[config.mk]
export PLATFORM = sky130hd
export DESIGN_NAME = lane_pixel_generator
export DESIGN_NICKNAME = d
export VERILOG_FILES = /design/src/rtl/lane_pixel_generator.sv
export SDC_FILE = /design/constraint.sdc
export NUM_CORES = 1
export LEC_CHECK = 0
export ABC_AREA = 1
export CAP_MARGIN = 20
export CELL_PAD_IN_SITES_DETAIL_PLACEMENT = 0
export CELL_PAD_IN_SITES_GLOBAL_PLACEMENT = 2
export CORE_UTILIZATION = 35
export DETAILED_ROUTE_END_ITERATION = 6
export GPL_TIMING_DRIVEN = 0
export MAX_ROUTING_LAYER = met4
export PLACE_DENSITY = 0.87
export SETUP_SLACK_MARGIN = 0.3
export SLEW_MARGIN = 15
export SYNTH_ARGS = -nofsm -noshare
export SYNTH_HDL_FRONTEND = slang
export SYNTH_SLANG_ARGS = --single-unit
[constraint.sdc]
create_clock -name Clk -period 2.94 [get_ports Clk]
set_input_delay 0.441 -clock Clk [delete_from_list [all_inputs] [get_ports Clk]]
set_output_delay 0.441 -clock Clk [all_outputs]
set_load 0.02 [all_outputs]
[src/rtl/lane_pixel_generator.sv]
// Frogger lane pixel source: per-lane scroll state, 2-stage colour pipeline,
// per-frame frog collision. Define LANE_GRID_EN to draw grey lane dividers.
module lane_pixel_generator #(
    parameter int H_ACTIVE  = 640,
    parameter int V_ACTIVE  = 480,
    parameter int LANES     = 15,
    parameter int FROG_SIZE = 32
) (
    input  logic        Clk,
    input  logic        Reset_n,
    input  logic        frame_clk,
    input  logic        pix_valid,
    input  logic [9:0]  DrawX,
    input  logic [9:0]  DrawY,
    input  logic [9:0]  frog_x,
    input  logic [9:0]  frog_y,
    input  logic        cfg_we,
    input  logic [3:0]  cfg_lane,
    input  logic [1:0]  cfg_type,
    input  logic        cfg_dir,
    input  logic [3:0]  cfg_speed,
    input  logic [19:0] cfg_pattern,
    output logic [5:0]  colorcode,
    output logic        cc_valid,
    output logic        frog_hit
);

    localparam logic [1:0] T_GRASS = 2'd0;
    localparam logic [1:0] T_ROAD  = 2'd1;
    localparam logic [1:0] T_WATER = 2'd2;
    localparam logic [1:0] T_GOAL  = 2'd3;

    localparam logic [9:0]  OFF_MAX = 10'(H_ACTIVE - 1);
    localparam logic [10:0] H_W     = 11'(H_ACTIVE);
    localparam logic [10:0] FROG_W  = 11'(FROG_SIZE - 1);
    localparam logic [10:0] FROG_C  = 11'(FROG_SIZE / 2);

    // per-lane configuration and scroll state
    logic [1:0]  type_q [LANES];
    logic [1:0]  type_d [LANES];
    logic [19:0] pat_q  [LANES];
    logic [19:0] pat_d  [LANES];
    logic [3:0]  speed_q[LANES];
    logic [3:0]  speed_d[LANES];
    logic        dir_q  [LANES];
    logic        dir_d  [LANES];
    logic [9:0]  off_q  [LANES];
    logic [9:0]  off_d  [LANES];
    logic [3:0]  sub_q  [LANES];
    logic [3:0]  sub_d  [LANES];

    logic        frame_q;
    logic        frame_start;

    // stage 1
    logic        s1_valid_q, s1_valid_d;
    logic [9:0]  s1_x_q, s1_x_d;
    logic [9:0]  s1_y_q, s1_y_d;
    logic [1:0]  s1_type_q, s1_type_d;
    logic [19:0] s1_pat_q, s1_pat_d;
    logic        s1_dir_q, s1_dir_d;
    logic [9:0]  s1_off_q, s1_off_d;
    logic [3:0]  sel_lane;

    // stage 2 and frame results
    logic [5:0]  colorcode_q, colorcode_d;
    logic        cc_valid_q, cc_valid_d;
    logic        pending_q, pending_d;
    logic        frog_hit_q, frog_hit_d;

    logic [10:0] sum;
    logic [10:0] xp;
    logic [4:0]  tile;
    logic [31:0] pat_ext;
    logic        obst;
    logic        offscreen;
    logic        in_frog;
    logic        at_centre;
    logic        hit_now;
    logic        divider;

    assign frame_start = frame_clk & ~frame_q;

    always_comb begin
        for (int i = 0; i < LANES; i++) begin
            type_d[i]  = type_q[i];
            pat_d[i]   = pat_q[i];
            speed_d[i] = speed_q[i];
            dir_d[i]   = dir_q[i];
            off_d[i]   = off_q[i];
            sub_d[i]   = sub_q[i];
            if (frame_start && speed_q[i] != 4'd0) begin
                if (sub_q[i] == speed_q[i] - 4'd1) begin
                    sub_d[i] = 4'd0;
                    off_d[i] = (off_q[i] == OFF_MAX) ? 10'd0
                                                     : off_q[i] + 10'd1;
                end else begin
                    sub_d[i] = sub_q[i] + 4'd1;
                end
            end
            // a write overrides any scroll step on the same lane
            if (cfg_we && cfg_lane == 4'(i)) begin
                type_d[i]  = cfg_type;
                pat_d[i]   = cfg_pattern;
                speed_d[i] = cfg_speed;
                dir_d[i]   = cfg_dir;
                off_d[i]   = off_q[i];
                sub_d[i]   = 4'd0;
            end
        end
    end

    always_comb begin
        sel_lane = (DrawY[9:5] < 5'(LANES)) ? DrawY[8:5] : 4'd0;
        s1_valid_d = pix_valid;
        s1_x_d     = DrawX;
        s1_y_d     = DrawY;
        s1_type_d  = type_q[sel_lane];
        s1_pat_d   = pat_q[sel_lane];
        s1_dir_d   = dir_q[sel_lane];
        s1_off_d   = off_q[sel_lane];
    end

    always_comb begin
        sum = {1'b0, s1_x_q} + {1'b0, s1_off_q};
        xp  = '0;
        if (!s1_dir_q) begin
            xp = (sum >= H_W) ? sum - H_W : sum;
        end else if (s1_x_q >= s1_off_q) begin
            xp = {1'b0, s1_x_q} - {1'b0, s1_off_q};
        end else begin
            xp = {1'b0, s1_x_q} + H_W - {1'b0, s1_off_q};
        end
        tile    = xp[9:5];
        pat_ext = {12'd0, s1_pat_q};
        obst    = pat_ext[tile];

        offscreen = (s1_x_q >= 10'(H_ACTIVE)) || (s1_y_q >= 10'(V_ACTIVE));
        in_frog = ({1'b0, s1_x_q} >= {1'b0, frog_x})
               && ({1'b0, s1_x_q} <= {1'b0, frog_x} + FROG_W)
               && ({1'b0, s1_y_q} >= {1'b0, frog_y})
               && ({1'b0, s1_y_q} <= {1'b0, frog_y} + FROG_W);
        at_centre = ({1'b0, s1_x_q} == {1'b0, frog_x} + FROG_C)
                 && ({1'b0, s1_y_q} == {1'b0, frog_y} + FROG_C);
        hit_now = s1_valid_q && !offscreen && at_centre
               && ((s1_type_q == T_ROAD && obst)
                || (s1_type_q == T_WATER && !obst));

`ifdef LANE_GRID_EN
        divider = (s1_y_q[4:0] == 5'd0);
`else
        divider = 1'b0;
`endif

        colorcode_d = 6'd1;
        if (offscreen) begin
            colorcode_d = 6'd1;
        end else if (in_frog) begin
            colorcode_d = 6'd5;
        end else if (divider) begin
            colorcode_d = 6'd6;
        end else if (obst) begin
            unique case (s1_type_q)
                T_GRASS: colorcode_d = 6'd6;
                T_ROAD:  colorcode_d = 6'd3;
                T_WATER: colorcode_d = 6'd8;
                T_GOAL:  colorcode_d = 6'd0;
                default: colorcode_d = 6'd1;
            endcase
        end else begin
            unique case (s1_type_q)
                T_GRASS: colorcode_d = 6'd2;
                T_ROAD:  colorcode_d = 6'd1;
                T_WATER: colorcode_d = 6'd4;
                T_GOAL:  colorcode_d = 6'd7;
                default: colorcode_d = 6'd1;
            endcase
        end
        cc_valid_d = s1_valid_q;

        // a centre hit on the frame_start cycle belongs to the new frame
        pending_d  = frame_start ? hit_now : (pending_q | hit_now);
        frog_hit_d = frame_start ? pending_q : frog_hit_q;
    end

    always_ff @(posedge Clk or negedge Reset_n) begin
        if (!Reset_n) begin
            for (int i = 0; i < LANES; i++) begin
                type_q[i]  <= T_GRASS;
                pat_q[i]   <= '0;
                speed_q[i] <= '0;
                dir_q[i]   <= 1'b0;
                off_q[i]   <= '0;
                sub_q[i]   <= '0;
            end
            frame_q     <= 1'b0;
            s1_valid_q  <= 1'b0;
            s1_x_q      <= '0;
            s1_y_q      <= '0;
            s1_type_q   <= T_GRASS;
            s1_pat_q    <= '0;
            s1_dir_q    <= 1'b0;
            s1_off_q    <= '0;
            colorcode_q <= 6'd1;
            cc_valid_q  <= 1'b0;
            pending_q   <= 1'b0;
            frog_hit_q  <= 1'b0;
        end else begin
            for (int i = 0; i < LANES; i++) begin
                type_q[i]  <= type_d[i];
                pat_q[i]   <= pat_d[i];
                speed_q[i] <= speed_d[i];
                dir_q[i]   <= dir_d[i];
                off_q[i]   <= off_d[i];
                sub_q[i]   <= sub_d[i];
            end
            frame_q     <= frame_clk;
            s1_valid_q  <= s1_valid_d;
            s1_x_q      <= s1_x_d;
            s1_y_q      <= s1_y_d;
            s1_type_q   <= s1_type_d;
            s1_pat_q    <= s1_pat_d;
            s1_dir_q    <= s1_dir_d;
            s1_off_q    <= s1_off_d;
            colorcode_q <= colorcode_d;
            cc_valid_q  <= cc_valid_d;
            pending_q   <= pending_d;
            frog_hit_q  <= frog_hit_d;
        end
    end

    assign colorcode = colorcode_q;
    assign cc_valid  = cc_valid_q;
    assign frog_hit  = frog_hit_q;

endmodule

==> results.toml, run 1 <==
[status]
status = "finished, violations left"
violations = "negative setup slack"

[worst_setup_path]
critPathSlowestCell = "fa_1"
critPathCaptureType = "flip-flop"
critical_path_peak_fanout = 6
crit_chain = "inv_2 > ha_4 > inv_2 > fa_1 > buf_4 > nor2_1 > nand3_2 > nand3_1 > nand2_1 > nand2_1 > nand2_1 > nand3_4 > nand2_8 > inv_6 > nand3_2 > nand2_1 > nand3_2 > nand3_2 > nand3_4 > buf_6 > nand3_2 > nand2_1 > nor2_2 > nor2_2"
worstReg2RegEnd = "colorcode[2]"
arrival_ns = 3.74
cpPeakStageDelay_ns = 0.48
critPathTopFamily = "simple AND/OR/NAND/NOR gates"
critPathLaunch = "s1_off_q[1]"
rrSetupSlack_ns = -0.27
criticalPathCategory = "reg2reg"
reg2reg_depth = 24
start_kind = "flip-flop"
required_ns = 3.48
worst-path-buf-inv = 5
r2r-start = "s1_off_q[1]"

[power]
p_comb_share_pct = 26.8
switching_power_mw = 11.0
leakage_nw = 19.8
total_power_mw = 32.4
pwr-share-clk_pct = 33.5
power_density_mw_per_mm2 = 737
sw_frac_of_total_pct = 33.9
peakVddDrop_v = 0.000669
internal_power_mw = 21.4
seqPwrFrac_pct = 39.7

[drt]
vias_per_cell = 5.29
via_count = 31900
avgRoutedWirePerCell_um = 20.7
drc = 0
drt-total-wl_um = 125000
drt_pass1_iterations = 5
initialDrtViolationCount = 2629
ant_nets = 0

[floorplan]
initial_core_util_pct = 35.5
rows = 117
die_area_mm2 = 0.105
num_io_pins = 84
core_mm2 = 0.102
die_w_um = 324
die_h_um = 324

[grt]
overflow = 0
grt_usage_pct = 24.1
grt_pass1_wl_um = 189000
grt_pass1_vias = 31000
grt_max_degree = 103
antenna_found_initial = 5

[timing]
worst_pin_slew_ns = 1.09
rsz0062_at_grt = "yes"
min_period_over_period_pct = 109
slew_viol_final = 0
tns_ns = -1.14
finalSetupViolCount = 5
setup_slack_ns = -0.265
finalCriticalPeriod_ns = 3.21
clock_skew_ns = 0.0436
max_freq_mhz = 312
hold_violations = 0
relSlewSlack_pct = 26.3

[yosys]
syn_avg_cell_area_um2 = 8.35
ys_warn_count = 0
syn-cell-area_mm2 = 0.0364
synth_area_leader_cell = "dfrtp_1"
synthCells = 4353
yosysSeqAreaShare_pct = 46.6
postSynth.asyncResetShare_pct = 100
synth_edf_count = 0
ys_seq_elements = 677
netlist_top_cells_area = "dfrtp_1 47%, o21ai_0 8.9%, nand2_1 8.9%"
yosysTopAreaCellShare_pct = 46.5
synth_top_flop_cell = "dfrtp_1"
ys_types = 63

[cells_and_area]
layout.nets = 4829
drive_above_1_share_pct = 12.8
layout_commonest_cell = "nand2_1"
final_util_pct = 42.9
stdcell_count = 6038
area_delta_synth_final_pct = 20.8
mostFrequentLayoutCells = "831 x nand2_1, 664 x dfrtp_1, 619 x o21ai_0, 436 x inv_1, 231 x nor2_1"

[clock_tree]
clk_pin_slew_ns = 0.06
clock_sinks = 677
htreeDepth = 3
cts_buffer_depth = 3
cts_buffers = 80
cts_tree = "yes"
root_buffer = "clkbuf_16"
clkLatencyLatePin_ns = 0.67

[min_path]
min-delay-start = "DrawX[7]"
hold_path_class = "in2reg"
hold_depth = 1
min_to = "s1_x_q[7]"

[placed_design]
routabilityCongestion = 0.905
place_hpwl_um = 92500
dp.cells = 5810
post-place-ws_ns = -1.64
place.port_buffers = 80

[job]
cap_violations = 0
area by class of cell:
| class | instances | area (µm²) |
|---|---|---|
| diodes | 4 | 10.0 |
| plain buffers | 210 | 1010 |
| clock buffers | 110 | 2280 |
| clock inverters | 33 | 589 |
| fillers | 10200 | 58400 |
| inverters | 482 | 1860 |
| multi-input cells | 2985 | 17800 |
| flip-flops and latches | 677 | 17000 |
| well taps | 1368 | 1710 |
| repair buffers | 169 | 1760 |
metal layers:
metal	wire, µm	vias to the layer above	track usage, %
met5	0	-	-
met4	4280	0	8.17
met3	9010	222	4.92
met2	56500	1021	36.4
met1	55300	15600	32.2
li1	-	15100	-
power by group through the flow:
stage               combinational [mW]  sequential (mW)  clock [mW]
floorplan                         5.53             12.6           0
global placement                  7.49             13.0           0
detailed placement                7.65             12.9           0
CTS                               8.19             12.8        11.1
global route                      9.79             13.1        11.4
finish                            8.67             12.8        10.8
repair_timing:
action / in CTS / in global routing
buffers inserted: 28 / 50
hold buffers: 1 / 0
endpoints found under the hold margin: 32 / 0
endpoints found under the setup margin: 111 / 318
resized for setup: 196 / 194
gates cloned: 0 / 1
pin swaps: 47 / 72
state kept, by name, summed over array words and instances (netlist names), 10 cells and up:
| register | flops |
|---|---|
| s1_x_q | 10 |
| pat_q | 300 |
| speed_q | 60 |
| s1_off_q | 10 |
| s1_y_q | 10 |
| type_q | 30 |
| s1_pat_q | 20 |
| sub_q | 60 |
| dir_q | 15 |
| off_q | 150 |
logic make-up after synthesis:
group | Yosys count | synth area share [%]
AOI/OAI and AO/OA | 1053 | 16.4
xor gates and xnor gates | 158 | 3.81
adders and majority gates | 148 | 5.26
buffers and inverters | 692 | 7.35
DFF | 677 | 46.6
muxes | 51 | 1.40
other | 1 | 0.0103
and+or+nand+nor | 1573 | 19.2
through the flow:
step / cell area (µm²) / hold WS, ns
finish: 43900 / 0.232
global route: 43900 / 0.196
CTS: 42900 / 0.199
detailed placement: 39200 / 0.350
global placement: 39000 / 0.397
floorplan: 36400 / 0.145
how the worst max path moves through the flow:
stage / endpoint / slack [ns] / cells after the start
finish: colorcode[2] / -0.27 / 24
global route: colorcode[2] / -0.52 / 26
CTS: pending_q / -0.27 / 23
detailed placement: s1_pat_q[18] / -1.64 / 10
global placement: s1_x_q[5] / -33.32 / 1
floorplan: pending_q / 0.27 / 26
cells in the mapped netlist (all sizes together) (2+ instances only):
| library cell | number |
|---|---|
| or2 | 21 |
| nor3b | 23 |
| a211oi | 2 |
| nor3 | 93 |
| and3b | 2 |
| o21bai | 13 |
| clkbuf | 167 |
| xnor2 | 70 |
| o21ai | 649 |
| o22ai | 20 |
| a32o | 10 |
| xor2 | 88 |
| a21o | 3 |
| nand4 | 41 |
| o311ai | 3 |
| o31ai | 2 |
| o21a | 14 |
| a21oi | 166 |
| and2 | 2 |
| buf | 43 |
| inv | 481 |
| dfrtp | 676 |
| o221ai | 49 |
| ha | 140 |
| o32ai | 7 |
| o211ai | 47 |
| mux2i | 51 |
| nand3 | 221 |
| nor4 | 19 |
| a311oi | 2 |
| nand3b | 4 |
| a221oi | 19 |
| nand2 | 870 |
| nor2 | 277 |
| a31oi | 42 |
| fa | 8 |
(Power assumes the default switching activity.)
==> run 2: changes to the inputs <==
- HOLD_SLACK_MARGIN: default -> 0.05
==> results of run 2 <==
The final DEF is identical to that of run 1; final timing and power are the same.
